**src/rtl/mips_pkg.sv**
```systemverilog
// ============================================================================
// mips_pkg: opcodes, id_ctrl bit positions, alu_op encodings, control decoder
// Revision: 1.0
// ============================================================================
`default_nettype none

package mips_pkg;

  localparam int NUM_REGS   = 32;
  localparam int REG_ADDR_W = 5;
  localparam int CTRL_W     = 9;

  localparam logic [5:0] OP_RTYPE = 6'h00;
  localparam logic [5:0] OP_J     = 6'h02;
  localparam logic [5:0] OP_BEQ   = 6'h04;
  localparam logic [5:0] OP_ADDI  = 6'h08;
  localparam logic [5:0] OP_LW    = 6'h23;
  localparam logic [5:0] OP_SW    = 6'h2B;

  localparam int CTRL_REG_DST    = 8;
  localparam int CTRL_ALU_SRC    = 7;
  localparam int CTRL_MEM_TO_REG = 6;
  localparam int CTRL_REG_WRITE  = 5;
  localparam int CTRL_MEM_READ   = 4;
  localparam int CTRL_MEM_WRITE  = 3;
  localparam int CTRL_BRANCH     = 2;
  localparam int CTRL_ALU_OP_MSB = 1;
  localparam int CTRL_ALU_OP_LSB = 0;

  typedef enum logic [1:0] {
    ALU_OP_ADD   = 2'b00,
    ALU_OP_SUB   = 2'b01,
    ALU_OP_FUNCT = 2'b10
  } alu_op_e;

  // The all-zero word is a nop even though its opcode field is R-type.
  function automatic logic [CTRL_W-1:0] decode_ctrl(input logic [31:0] instr);
    logic [CTRL_W-1:0] ctrl;
    ctrl = '0;
    case (instr[31:26])
      OP_RTYPE: begin
        if (instr != 32'd0) begin
          ctrl[CTRL_REG_DST]   = 1'b1;
          ctrl[CTRL_REG_WRITE] = 1'b1;
          ctrl[CTRL_ALU_OP_MSB:CTRL_ALU_OP_LSB] = ALU_OP_FUNCT;
        end
      end
      OP_LW: begin
        ctrl[CTRL_ALU_SRC]    = 1'b1;
        ctrl[CTRL_MEM_TO_REG] = 1'b1;
        ctrl[CTRL_REG_WRITE]  = 1'b1;
        ctrl[CTRL_MEM_READ]   = 1'b1;
        ctrl[CTRL_ALU_OP_MSB:CTRL_ALU_OP_LSB] = ALU_OP_ADD;
      end
      OP_SW: begin
        ctrl[CTRL_ALU_SRC]   = 1'b1;
        ctrl[CTRL_MEM_WRITE] = 1'b1;
      end
      OP_BEQ: begin
        ctrl[CTRL_BRANCH] = 1'b1;
        ctrl[CTRL_ALU_OP_MSB:CTRL_ALU_OP_LSB] = ALU_OP_SUB;
      end
      OP_ADDI: begin
        ctrl[CTRL_ALU_SRC]   = 1'b1;
        ctrl[CTRL_REG_WRITE] = 1'b1;
      end
      default: ctrl = '0;
    endcase
    return ctrl;
  endfunction

endpackage

`default_nettype wire

```
**src/rtl/id_pipe_stage_reg_file.sv**
```systemverilog
// ============================================================================
// reg_file: 32-entry register file, reset clear, r0 hardwired, write bypass
// Revision: 1.0
// ============================================================================
`default_nettype none

module reg_file
  import mips_pkg::*;
#(
  parameter int DATA_W = 32
) (
  input  logic                  clk,
  input  logic                  reset,
  input  logic                  we,
  input  logic [REG_ADDR_W-1:0] waddr,
  input  logic [DATA_W-1:0]     wdata,
  input  logic [REG_ADDR_W-1:0] raddr1,
  input  logic [REG_ADDR_W-1:0] raddr2,
  output logic [DATA_W-1:0]     rdata1,
  output logic [DATA_W-1:0]     rdata2
);

  logic [DATA_W-1:0] regs [NUM_REGS];

  always_ff @(posedge clk or negedge reset) begin
    if (!reset) begin
      for (int i = 0; i < NUM_REGS; i++) regs[i] <= '0;
    end else if (we && (waddr != '0)) begin
      regs[waddr] <= wdata;
    end
  end

  // A write in the same cycle as a read of that register is returned directly.
  always_comb begin
    rdata1 = '0;
    rdata2 = '0;
    if (raddr1 != '0) rdata1 = (we && (waddr == raddr1)) ? wdata : regs[raddr1];
    if (raddr2 != '0) rdata2 = (we && (waddr == raddr2)) ? wdata : regs[raddr2];
  end

endmodule

`default_nettype wire

```
**src/rtl/id_pipe_stage.sv**
```systemverilog
// ============================================================================
// id_pipe_stage: MIPS ID stage - IF/ID register, regfile, decode, hazards.
// Option ID_BRANCH_FWD_EN forwards a MEM ALU result into beq compare.
// Revision: 1.0
// ============================================================================
`default_nettype none

module id_pipe_stage
  import mips_pkg::*;
#(
  parameter int DATA_W = 32,
  parameter int ADDR_W = 10
) (
  input  logic                  clk,
  input  logic                  reset,
  input  logic [ADDR_W-1:0]     if_pc_plus4,
  input  logic [31:0]           if_instr,
  output logic                  pc_en,
  output logic                  branch_taken,
  output logic [ADDR_W-1:0]     branch_address,
  output logic                  jump,
  output logic [ADDR_W-1:0]     jump_address,
  input  logic                  wb_reg_write,
  input  logic [REG_ADDR_W-1:0] wb_write_reg,
  input  logic [DATA_W-1:0]     wb_write_data,
  input  logic                  ex_mem_read,
  input  logic                  ex_reg_write,
  input  logic [REG_ADDR_W-1:0] ex_write_reg,
  input  logic                  mem_mem_read,
  input  logic                  mem_reg_write,
  input  logic [REG_ADDR_W-1:0] mem_write_reg,
  input  logic [DATA_W-1:0]     mem_alu_result,
  output logic [DATA_W-1:0]     id_reg1_data,
  output logic [DATA_W-1:0]     id_reg2_data,
  output logic [DATA_W-1:0]     id_imm,
  output logic [REG_ADDR_W-1:0] id_rs,
  output logic [REG_ADDR_W-1:0] id_rt,
  output logic [REG_ADDR_W-1:0] id_rd,
  output logic [CTRL_W-1:0]     id_ctrl
);

  logic [31:0]       instr;
  logic [ADDR_W-1:0] pc_plus4;
  logic [5:0]        opcode;
  logic [CTRL_W-1:0] ctrl;
  logic              is_beq, is_j, uses_rt;
  logic              stall, flush;
  logic              load_use, beq_ex_dep, beq_mem_load, beq_mem_alu_stall;
  logic              mem_alu_writer;
  logic [DATA_W-1:0] cmp_a, cmp_b;

  always_ff @(posedge clk or negedge reset) begin
    if (!reset) begin
      instr    <= '0;
      pc_plus4 <= '0;
    end else if (!stall) begin
      instr    <= flush ? 32'd0 : if_instr;
      pc_plus4 <= if_pc_plus4;
    end
  end

  reg_file #(.DATA_W(DATA_W)) u_reg_file (
    .clk    (clk),
    .reset  (reset),
    .we     (wb_reg_write),
    .waddr  (wb_write_reg),
    .wdata  (wb_write_data),
    .raddr1 (id_rs),
    .raddr2 (id_rt),
    .rdata1 (id_reg1_data),
    .rdata2 (id_reg2_data)
  );

  assign opcode  = instr[31:26];
  assign id_rs   = instr[25:21];
  assign id_rt   = instr[20:16];
  assign id_rd   = instr[15:11];
  assign id_imm  = {{(DATA_W-16){instr[15]}}, instr[15:0]};
  assign ctrl    = decode_ctrl(instr);
  assign is_beq  = (opcode == OP_BEQ);
  assign is_j    = (opcode == OP_J);
  assign uses_rt = (opcode == OP_RTYPE) || (opcode == OP_SW) || is_beq;

  assign branch_address = pc_plus4 + {id_imm[ADDR_W-3:0], 2'b00};
  assign jump_address   = {instr[ADDR_W-3:0], 2'b00};

  assign load_use = ex_mem_read && (ex_write_reg != '0) &&
                    ((ex_write_reg == id_rs) || (uses_rt && (ex_write_reg == id_rt)));
  assign beq_ex_dep = is_beq && ex_reg_write && (ex_write_reg != '0) &&
                      ((ex_write_reg == id_rs) || (ex_write_reg == id_rt));
  assign beq_mem_load = is_beq && mem_mem_read && (mem_write_reg != '0) &&
                        ((mem_write_reg == id_rs) || (mem_write_reg == id_rt));
  assign mem_alu_writer = mem_reg_write && (mem_write_reg != '0) && !mem_mem_read;

`ifdef ID_BRANCH_FWD_EN
  assign beq_mem_alu_stall = 1'b0;
  assign cmp_a = (mem_alu_writer && (mem_write_reg == id_rs)) ? mem_alu_result : id_reg1_data;
  assign cmp_b = (mem_alu_writer && (mem_write_reg == id_rt)) ? mem_alu_result : id_reg2_data;
`else
  // Without forwarding, wait until the writer reaches WB and the regfile bypass.
  logic unused_mem_alu_result;
  assign unused_mem_alu_result = ^mem_alu_result;
  assign beq_mem_alu_stall = is_beq && mem_alu_writer &&
                             ((mem_write_reg == id_rs) || (mem_write_reg == id_rt));
  assign cmp_a = id_reg1_data;
  assign cmp_b = id_reg2_data;
`endif

  assign stall = load_use || beq_ex_dep || beq_mem_load || beq_mem_alu_stall;

  assign pc_en        = !stall;
  assign branch_taken = !stall && is_beq && (cmp_a == cmp_b);
  assign jump         = !stall && is_j;
  assign flush        = branch_taken || jump;
  assign id_ctrl      = stall ? '0 : ctrl;

endmodule

`default_nettype wire
```
**config.mk**
```make
export PLATFORM = sky130hd
export DESIGN_NAME = id_pipe_stage
export DESIGN_NICKNAME = d
export VERILOG_FILES = /design/src/rtl/mips_pkg.sv /design/src/rtl/id_pipe_stage_reg_file.sv /design/src/rtl/id_pipe_stage.sv
export SDC_FILE = /design/constraint.sdc
export NUM_CORES = 2
export LEC_CHECK = 0
export BUFFER_PORTS_ARGS = -buffer_cell sky130_fd_sc_hd__buf_2
export CAP_MARGIN = 20
export CORE_AREA = 2 2 389 353
export DETAILED_ROUTE_END_ITERATION = 10
export DIE_AREA = 0 0 391 355
export GPL_ROUTABILITY_DRIVEN = 0
export HOLD_SLACK_MARGIN = 0.08
export PLACE_DENSITY = 0.67
export SYNTH_ARGS = -nofsm -noshare
export SYNTH_HDL_FRONTEND = slang
export SYNTH_SLANG_ARGS = --single-unit
```
**constraint.sdc**
```tcl
create_clock -name clk -period 5.75 [get_ports clk]
set_input_delay 1.4375 -clock clk [delete_from_list [all_inputs] [get_ports clk]]
set_output_delay 1.4375 -clock clk [all_outputs]
set_load 0.005 [all_outputs]
```
==> metrics.txt <==
GRT overflow 0; Setup TNS -375 ps; maximum buffer depth of the clock tree 3; clock root buffer clkbuf_16; Setup Viol. Count Final 1; vias per inst 6.73; count of final hold-check violations 0; FF-to-FF path depth 14; failing checks negative setup slack; port buffer count 236; most numerous cell in the Yosys netlist dfrtp_1; hold crit path type flop to flop; Synth Flop Type dfrtp_1; Slew Viols, Final 0; crit end category output pin; number of hold buffers added after cts 0; total chip power 23.9 mW; max-cap violations 0; CP Max Fanout 10; hold path endpoint u_reg_file.regs[994]$_DFFE_PN0P_; Tot GR Track Use 0.312; Final Non-Filler Cells 6287; Vias 42293; reg2reg setup slack 1070 ps; Die H 355 um; TritonCTS Buffers 111; clk_lat worst skew 740 ps; sequential area share after synthesis 0.452; Total Wirelength 218 mm; average wire per standard cell 34.6 um; Yosys cell types 96; synthesized cell area 0.0590 sq mm; top cells by count, synth dfrtp_1, mux2_2, mux4_2, clkbuf_1, nand2_1; Worst VDD drop 0.000256 V; R2R Path End instr[22]$_DFFE_PN0P_; leak pwr 30.0 nW; Starting Density 0.438; fin worst setup slack -375 ps; fraction of registers with async set/reset 1.00; Min-Delay Path Depth 0; EDFF count, synth 0; CTS tree built; Worst Tran Pin Value 1140 ps; RSZ-0062 raised after global routing true; I/O pins 271; share of post-route cells with drive strength above 1 0.536; vias in the first global route 41984; top post-synthesis cells by area dfrtp_1, mux2_2, mux4_2; DRC 0; Cells after Synth 4190; PwrDens 350 mW/mm^2; nets 4577; die area 0.139 sq mm; CP Launch Type flop; share of the synthesized area in the top cell type 0.452; row cnt 128; Synth area leader dfrtp_1; Pre-antenna DRT Iters 6; antenna viol nets, final 0; Clock Sinks 1066; Fmax 163 MHz; H-tree Lvls 3; number of synthesized register bits 1066; worst setup path class flop to output pin; DR iter-0 viols 5493; DP HPWL 138 mm; Setup WS pre-CTS -511 ps; CTS clk-pin slew, worst paths 60 ps; initial antenna violation count 10; Period minus WS final 6120 ps; Die Wd 391 um; hold_ws 397 ps; largest net degree at the start of global routing 141; Worst EP arrival 4690 ps; status finished, violations left; clock skew 29.8 ps; Placed Cells 6034; core box area 0.135 sq mm; CP required 4310 ps; hold_sp u_reg_file.regs[994]$_DFFE_PN0P_; area grow syn2layout 16.0%; fillers 11314; Avg Synthesized Cell Area 14.1 sq um; Max-slew headroom 0.236; first-pass GRT wire length 311 mm; Synth warnings 0; reg2reg start instr[23]$_DFFE_PN0P_; crit share post-route 1.07
-- worst max-delay path, cell delays in order (launching register included) --
cell and delay [ps]:
dfrtp_4 600, buf_4 220, inv_2 430, nand2_1 440, o22ai_1 230, nor2_1 60
a32o_1 280, xor2_1 220, a2111oi_4 520, nand4_1 190, buf_6 190, a2111oi_4 240
buf_4 220, buf_6 100
-- cells in the final DEF (no fill, tap or decap), drive strengths merged, types with 34 or more instances in the layout --
cell type  count
mux2i        174
nand3         61
clkbuf       151
buf          632
a22oi         54
o22ai         40
dfrtp       1066
nand2        188
mux4         458
mux2        1006
xnor2         34
nor2          75
a21oi         63
o21ai         81
-- worst max path at each step --
| stage | start | endpoint | slack (ps) | depth (start not counted) |
|---|---|---|---|---|
| floorplan | wb_write_reg[0] | branch_taken | 30 | 12 |
| detailed placement | wb_write_reg[0] | branch_taken | -510 | 15 |
| CTS | instr[16]$_DFFE_PN0P_ | branch_taken | -280 | 15 |
| finish | instr[23]$_DFFE_PN0P_ | branch_taken | -370 | 13 |
| global route | instr[21]$_DFFE_PN0P_ | branch_taken | -490 | 17 |
| global placement | wb_write_reg[2] | branch_taken | -510 | 14 |
-- per-layer routing --
metal | global-route usage | up-vias | wire, um
met5 | 0 | - | 105
met4 | 0.123 | 16 | 10200
met3 | 0.114 | 581 | 28100
met2 | 0.448 | 2821 | 93000
met1 | 0.431 | 22417 | 86100
li1 | - | 16458 | -
-- timing repair --
item                                    in CTS  in global routing
pin swaps                                   26                  2
gates cloned                                11                  0
buffers inserted                            38                  0
resized for setup                           83                  3
endpoints found under the setup margin       1                  1
-- power breakdown --
group	total, mW	switching, mW	leakage [nW]	internal, mW
Sequential	9.98	1.08	13.6	8.90
Combinational	6.03	2.72	14.5	3.31
Clock	7.92	3.23	1.93	4.69
-- cell families after synthesis --
| logic type | count (synthesis) | synth area share |
|---|---|---|
| flops | 1066 | 0.452 |
| other cells | 1 | 0.0000636 |
| mux | 1638 | 0.397 |
| fa+ha+maj | 8 | 0.00182 |
| simple gates | 459 | 0.0374 |
| xor+xnor | 64 | 0.00963 |
| compound gates | 426 | 0.0541 |
| buf+inv | 528 | 0.0476 |
-- final cells by class --
type / count / area (sq um) / area share
diodes: 5 / 12.5 / 0.000183
clock buffers: 151 / 3170 / 0.0463
clock inverters: 48 / 748 / 0.0109
inverters: 23 / 87.6 / 0.00128
multi-input cells: 2597 / 29900 / 0.437
flip-flops and latches: 1066 / 26700 / 0.390
well taps: 1755 / 2200 / 0.0321
repair buffers: 642 / 5590 / 0.0817
-- state kept, by name, indices dropped and copies added, names as in the netlist --
signal	cells
instr	32
pc_plus4	10
u_reg_file.regs	1024
-- stage by stage --
stage                util  area, sq um
floorplan               -        59000
global placement    0.471        63300
detailed placement  0.471        63300
CTS                 0.509        68400
global route        0.509        68400
finish              0.509        68400
(Power assumes the default switching activity.)
